<file path="src/rtl/vga_controller_if.sv">
// vga_controller_if: RGB332 colour and active-low sync lines of the VGA connector.
interface vga_controller_if;
    logic [2:0] vgaRed;
    logic [2:0] vgaGreen;
    logic [1:0] vgaBlue;
    logic       h_sync;
    logic       v_sync;
    modport master (output vgaRed, vgaGreen, vgaBlue, h_sync, v_sync);
    modport slave  (input  vgaRed, vgaGreen, vgaBlue, h_sync, v_sync);
endinterface

</file>
<file path="src/rtl/vga_controller.sv">
// vga_controller: 640x480@60 VGA timing and 8-colour bar pattern, all outputs registered.
// Define VGA_BORDER_EN to overlay a 1-pixel white border on the visible area.
module vga_controller #(
    parameter int CLK_DIV   = 4,
    parameter int H_VISIBLE = 640,
    parameter int H_FP      = 16,
    parameter int H_SYNC    = 96,
    parameter int H_BP      = 48,
    parameter int V_VISIBLE = 480,
    parameter int V_FP      = 10,
    parameter int V_SYNC    = 2,
    parameter int V_BP      = 33
) (
    input logic             clk,
    input logic             rst_n,
    vga_controller_if.master vga
);
    localparam int H_TOTAL = H_VISIBLE + H_FP + H_SYNC + H_BP;
    localparam int V_TOTAL = V_VISIBLE + V_FP + V_SYNC + V_BP;
    localparam int DW      = CLK_DIV > 1 ? $clog2(CLK_DIV) : 1;
    localparam int BW      = H_VISIBLE / 8;
    localparam logic [7:0] PAL [8] = '{8'hFF, 8'hFC, 8'h1F, 8'h1C, 8'hE3, 8'hE0, 8'h03, 8'h00};

    logic [DW-1:0] div_q, div_d;
    logic [9:0]    h_cnt_q, h_cnt_d, v_cnt_q, v_cnt_d;
    logic [7:0]    rgb_q, rgb_d;
    logic          hs_q, hs_d, vs_q, vs_d;
    logic          pix_tick, h_end, v_end, visible;
    logic [2:0]    bar;

    always_comb begin
        pix_tick = div_q == DW'(CLK_DIV - 1);
        div_d    = pix_tick ? '0 : div_q + DW'(1);
        h_end    = h_cnt_q == 10'(H_TOTAL - 1);
        v_end    = v_cnt_q == 10'(V_TOTAL - 1);
        h_cnt_d  = !pix_tick ? h_cnt_q : h_end ? '0 : h_cnt_q + 10'd1;
        v_cnt_d  = !(pix_tick && h_end) ? v_cnt_q : v_end ? '0 : v_cnt_q + 10'd1;
        hs_d     = !(h_cnt_q >= 10'(H_VISIBLE + H_FP) && h_cnt_q < 10'(H_VISIBLE + H_FP + H_SYNC));
        vs_d     = !(v_cnt_q >= 10'(V_VISIBLE + V_FP) && v_cnt_q < 10'(V_VISIBLE + V_FP + V_SYNC));
        visible  = h_cnt_q < 10'(H_VISIBLE) && v_cnt_q < 10'(V_VISIBLE);
        // bar index = h_cnt / BW via a comparator chain rather than a divider
        bar = h_cnt_q >= 10'(7 * BW) ? 3'd7 :
              h_cnt_q >= 10'(6 * BW) ? 3'd6 :
              h_cnt_q >= 10'(5 * BW) ? 3'd5 :
              h_cnt_q >= 10'(4 * BW) ? 3'd4 :
              h_cnt_q >= 10'(3 * BW) ? 3'd3 :
              h_cnt_q >= 10'(2 * BW) ? 3'd2 :
              h_cnt_q >= 10'(BW)     ? 3'd1 : 3'd0;
`ifdef VGA_BORDER_EN
        rgb_d = !visible ? 8'h00 :
                (h_cnt_q == 10'd0 || h_cnt_q == 10'(H_VISIBLE - 1) ||
                 v_cnt_q == 10'd0 || v_cnt_q == 10'(V_VISIBLE - 1)) ? 8'hFF : PAL[bar];
`else
        rgb_d = visible ? PAL[bar] : 8'h00;
`endif
    end

    always_ff @(posedge clk or negedge rst_n) begin
        if (!rst_n) begin
            div_q   <= '0;
            h_cnt_q <= '0;
            v_cnt_q <= '0;
            rgb_q   <= '0;
            hs_q    <= 1'b1;
            vs_q    <= 1'b1;
        end else begin
            div_q   <= div_d;
            h_cnt_q <= h_cnt_d;
            v_cnt_q <= v_cnt_d;
            rgb_q   <= rgb_d;
            hs_q    <= hs_d;
            vs_q    <= vs_d;
        end
    end

    assign vga.vgaRed   = rgb_q[7:5];
    assign vga.vgaGreen = rgb_q[4:2];
    assign vga.vgaBlue  = rgb_q[1:0];
    assign vga.h_sync   = hs_q;
    assign vga.v_sync   = vs_q;
endmodule

</file>
<file path="src/flat_wrapper.sv">
// flat-port wrapper written by rule: the top's interface ports become plain ports
module vga_controller_flat 
#(
    parameter int CLK_DIV   = 4,
    parameter int H_VISIBLE = 640,
    parameter int H_FP      = 16,
    parameter int H_SYNC    = 96,
    parameter int H_BP      = 48,
    parameter int V_VISIBLE = 480,
    parameter int V_FP      = 10,
    parameter int V_SYNC    = 2,
    parameter int V_BP      = 33
)
  (clk, rst_n, vga_vgaRed, vga_vgaGreen, vga_vgaBlue, vga_h_sync, vga_v_sync);
  vga_controller_if vga_i ();
  input logic clk;
  input logic rst_n;
  output wire logic [$bits(vga_i.vgaRed)-1:0] vga_vgaRed;
  output wire logic [$bits(vga_i.vgaGreen)-1:0] vga_vgaGreen;
  output wire logic [$bits(vga_i.vgaBlue)-1:0] vga_vgaBlue;
  output wire logic [$bits(vga_i.h_sync)-1:0] vga_h_sync;
  output wire logic [$bits(vga_i.v_sync)-1:0] vga_v_sync;
  assign vga_vgaRed = vga_i.vgaRed;
  assign vga_vgaGreen = vga_i.vgaGreen;
  assign vga_vgaBlue = vga_i.vgaBlue;
  assign vga_h_sync = vga_i.h_sync;
  assign vga_v_sync = vga_i.v_sync;
  vga_controller #(.CLK_DIV(CLK_DIV), .H_VISIBLE(H_VISIBLE), .H_FP(H_FP), .H_SYNC(H_SYNC), .H_BP(H_BP), .V_VISIBLE(V_VISIBLE), .V_FP(V_FP), .V_SYNC(V_SYNC), .V_BP(V_BP)) u_core (.clk(clk), .rst_n(rst_n), .vga(vga_i));
endmodule
</file>
<file path="config.mk">
export PLATFORM = sky130hd
export DESIGN_NAME = vga_controller_flat
export DESIGN_NICKNAME = d
export VERILOG_FILES = /design/src/rtl/vga_controller_if.sv /design/src/rtl/vga_controller.sv /design/src/flat_wrapper.sv
export SDC_FILE = /design/constraint.sdc
export NUM_CORES = 1
export LEC_CHECK = 0
export ABC_AREA = 1
export ABC_CLOCK_PERIOD_IN_PS = 2150
export CORE_AREA = 2 2 54 56
export DETAILED_ROUTE_END_ITERATION = 16
export DIE_AREA = 0 0 56 58
export PLACE_DENSITY = 0.83
export SYNTH_ARGS = -nofsm -noshare
export SYNTH_HDL_FRONTEND = slang
export SYNTH_SLANG_ARGS = --single-unit
</file>
<file path="constraint.sdc">
create_clock -name clk -period 2.15 [get_ports clk]
set_input_delay 0.3225 -clock clk [delete_from_list [all_inputs] [get_ports clk]]
set_output_delay 0.3225 -clock clk [all_outputs]
set_load 0.02 [all_outputs]
</file>
==> out/metrics.cfg <==
[route]
dr.pass1.iters=4
drt_wl_total_um=2650
drtIter0Drc=35
ant_nets=0
via_count=1230
viasPerCell=5.32
wl_per_cell_um=11.5
drc=0

[final_layout]
diodes=0
fillCellCount=234
layout-drive-gt1-share=0.0750
nets=208
seq_area_um2=678
finalInstanceArea_mm2=0.00165
synthToLayoutAreaGrowth_pct=8.03
multi_input_area_um2=671

[sta]
setup_viol=0
setup_slack_ns=0.362
rsz0062_at_grt=false
drv_slew=0
skew_ns=0.00964
fmax_mhz=559
relSlewSlack=0.733
fin_setup_tns_ns=0
fin_crit_ns=1.79
finalCritPeriodShare=0.832
worst_slew_pin_slew_ns=0.400
finalHoldViolations=0

[worst_setup_path]
r2r_end=u_core.h_cnt_q[8]$_DFFE_PN0P_
start_kind=register
reg2regPathDepth=6
cp.arrival_ns=1.47
crit_cells=1
cp.required_ns=1.83
r2r_slack_ns=0.53
path_cells=clkdlybuf4s50_1
end_kind=primary output
worstSetupStartpoint=u_core.vga.v_sync$_DFF_PN1_
max_stage_delay_ns=0.59
slowest_stage=clkdlybuf4s50_1
worst-setup-path-type=reg -> out
crit_end=vga_v_sync
crit_buf_inv=1
r2r-start=u_core.div_q[0]$_DFF_PN0_
cp_top_family=buffers and inverters
crit_path_max_fanout=1

[status]
status=finished clean

[placed_design]
place_congestion=0.874
numPortBuffers=11
pre_cts_ws_ns=0.537
dp_hpwl_um=2020
place_area_mm2=0.00162

[clocking]
insertion_delay_ns=0.33
holdBufCountCts=0
clock_sinks=27
cts_buffer_depth=2
cts_tree=built
postCtsSetupRepairBufs=0
htreeDepth=1
clockRootBuffer=clkbuf_4
clk_pin_slew_worst_paths_ns=0.15
cts_resized=0
numCtsBuffers=3

[grt]
antenna_found_initial=0
grt_overflow=0
track_usage=0.184
grt_pass1_vias=1122
grt_pass1_wl_um=4720
grt_max_degree=28

[logic_synthesis]
ys_ff_latch=27
ys_types=27
syn_area_mm2=0.00153
ys_seq_area_frac=0.444
synth_warnings=0
postSynthAreaPerCell_um2=7.95
syn-num-nets=199
synthCells=192

[hold_path]
hold_path.class=in -> async

[floorplanning]
dieArea_mm2=0.00325
ioPinCount=12
die_h_um=58
die-width_um=56
start_util=0.573
core.rowCount=19
fp.coreArea_mm2=0.00266

[power_and_ir_drop]
p_per_area_mw_per_mm2=450
leakagePower_nw=0.799
ir_drop_mv=0.414

[flow_run]
maxCapViolCount=0

## report_power, final
part / switching (mW) / total, mW / internal (mW)
clock: 0.152 / 0.222 / 0.0699
sequential: 0 / 0.508 / 0.508
combinational: 0.00943 / 0.0122 / 0.00278
## registers in the layout, summed over array words and instances, names as in the netlist
register,flops
u_core.rgb_q,3
u_core.vga.h_sync,1
u_core.v_cnt_q,10
u_core.h_cnt_q,10
u_core.vga.v_sync,1
u_core.div_q,2
## synthesized netlist by cell type (all sizes together)
master  count  area [um2]
nand3b      1        7.51
nor3        7        40.0
clkbuf      1        5.00
xnor2       2        17.5
dfrtp      25         626
nor2       22        92.6
a31oi       1        6.26
a211oi      2        15.0
o21ai      15        78.8
inv        31         116
dfstp       2        52.6
a21oi       4        20.0
buf         7        56.3
xor2        7        61.3
nand3      10        55.1
nand2      42         158
ha          5        62.6
nand4       8        56.3
## metal layers
layer	part of all wire	vias up	GRT usage
li1	-	623	-
met1	0.47	568	0.238
met2	0.48	34	0.311
met3	0.037	5	0.0223
met4	0.020	0	0.0850
met5	0	-	0
## logic make-up (layout without fill, tap and decap cells)
logic type	Yosys count	count (layout)	synth area share
AOI/OAI and AO/OA	22	22	0.0787
DFF	27	27	0.444
adders and majority gates	5	5	0.0410
buffers and inverters	39	47	0.116
xor gates and xnor gates	9	9	0.0516
and+or+nand+nor	90	90	0.268
## per-stage QoR
| step | total power, mW | hold slack [ns] | cells | utilization |
|---|---|---|---|---|
| floorplan | 0.518 | 0.0269 | 192 | - |
| global placement | 0.530 | 0.412 | 227 | 0.609 |
| detailed placement | 0.531 | 0.432 | 227 | 0.609 |
| CTS | 0.751 | 0.339 | 231 | 0.619 |
| global route | 0.770 | 0.364 | 231 | 0.619 |
| finish | 0.742 | 0.327 | 231 | 0.619 |
## how the worst min path moves through the flow
stage,endpoint,slack [ns]
6_report,u_core.v_cnt_q[3]$_DFFE_PN0P_,0.33
5_1_grt,u_core.h_cnt_q[0]$_DFFE_PN0P_,0.36
4_1_cts,u_core.v_cnt_q[3]$_DFFE_PN0P_,0.34
3_5_place_dp,u_core.div_q[0]$_DFF_PN0_,0.43
3_3_place_gp,u_core.div_q[0]$_DFF_PN0_,0.41
2_1_floorplan,u_core.div_q[0]$_DFF_PN0_,0.03
## cell type report
| cell class | instances | area share |
|---|---|---|
| inverters | 31 | 0.0706 |
| well taps | 31 | 0.0235 |
| clock buffers | 3 | 0.0137 |
| multi-input cells | 126 | 0.407 |
| repair buffers | 12 | 0.0713 |
| clock inverters | 1 | 0.00303 |
| flip-flops and latches | 27 | 0.411 |
## cells in the final DEF (no fill, tap or decap)
cell type        Yosys  layout
nor3_2               1       1
xor2_1               7       7
o21ai_1              2       2
clkbuf_4             0       3
ha_1                 5       5
nand3_2              1       1
clkinv_2             0       1
a21oi_1              4       4
a31oi_1              1       1
nor2_2               1       1
clkdlybuf4s50_1      0      11
xnor2_1              2       2
nand4_1              7       7
inv_2                2       2
a211oi_1             2       2
nand3b_1             1       1
inv_1               29      29
nor3_1               6       6
nor2_4               1       1
nor2_1              20      20
buf_4                6       1
dfrtp_1             25      25
nand2_1             42      42
nand3_1              9       9
o21ai_2              1       1
o21ai_0             12      12
dfstp_2              2       2
nand4_2              1       1
(Power assumes the default switching activity.)
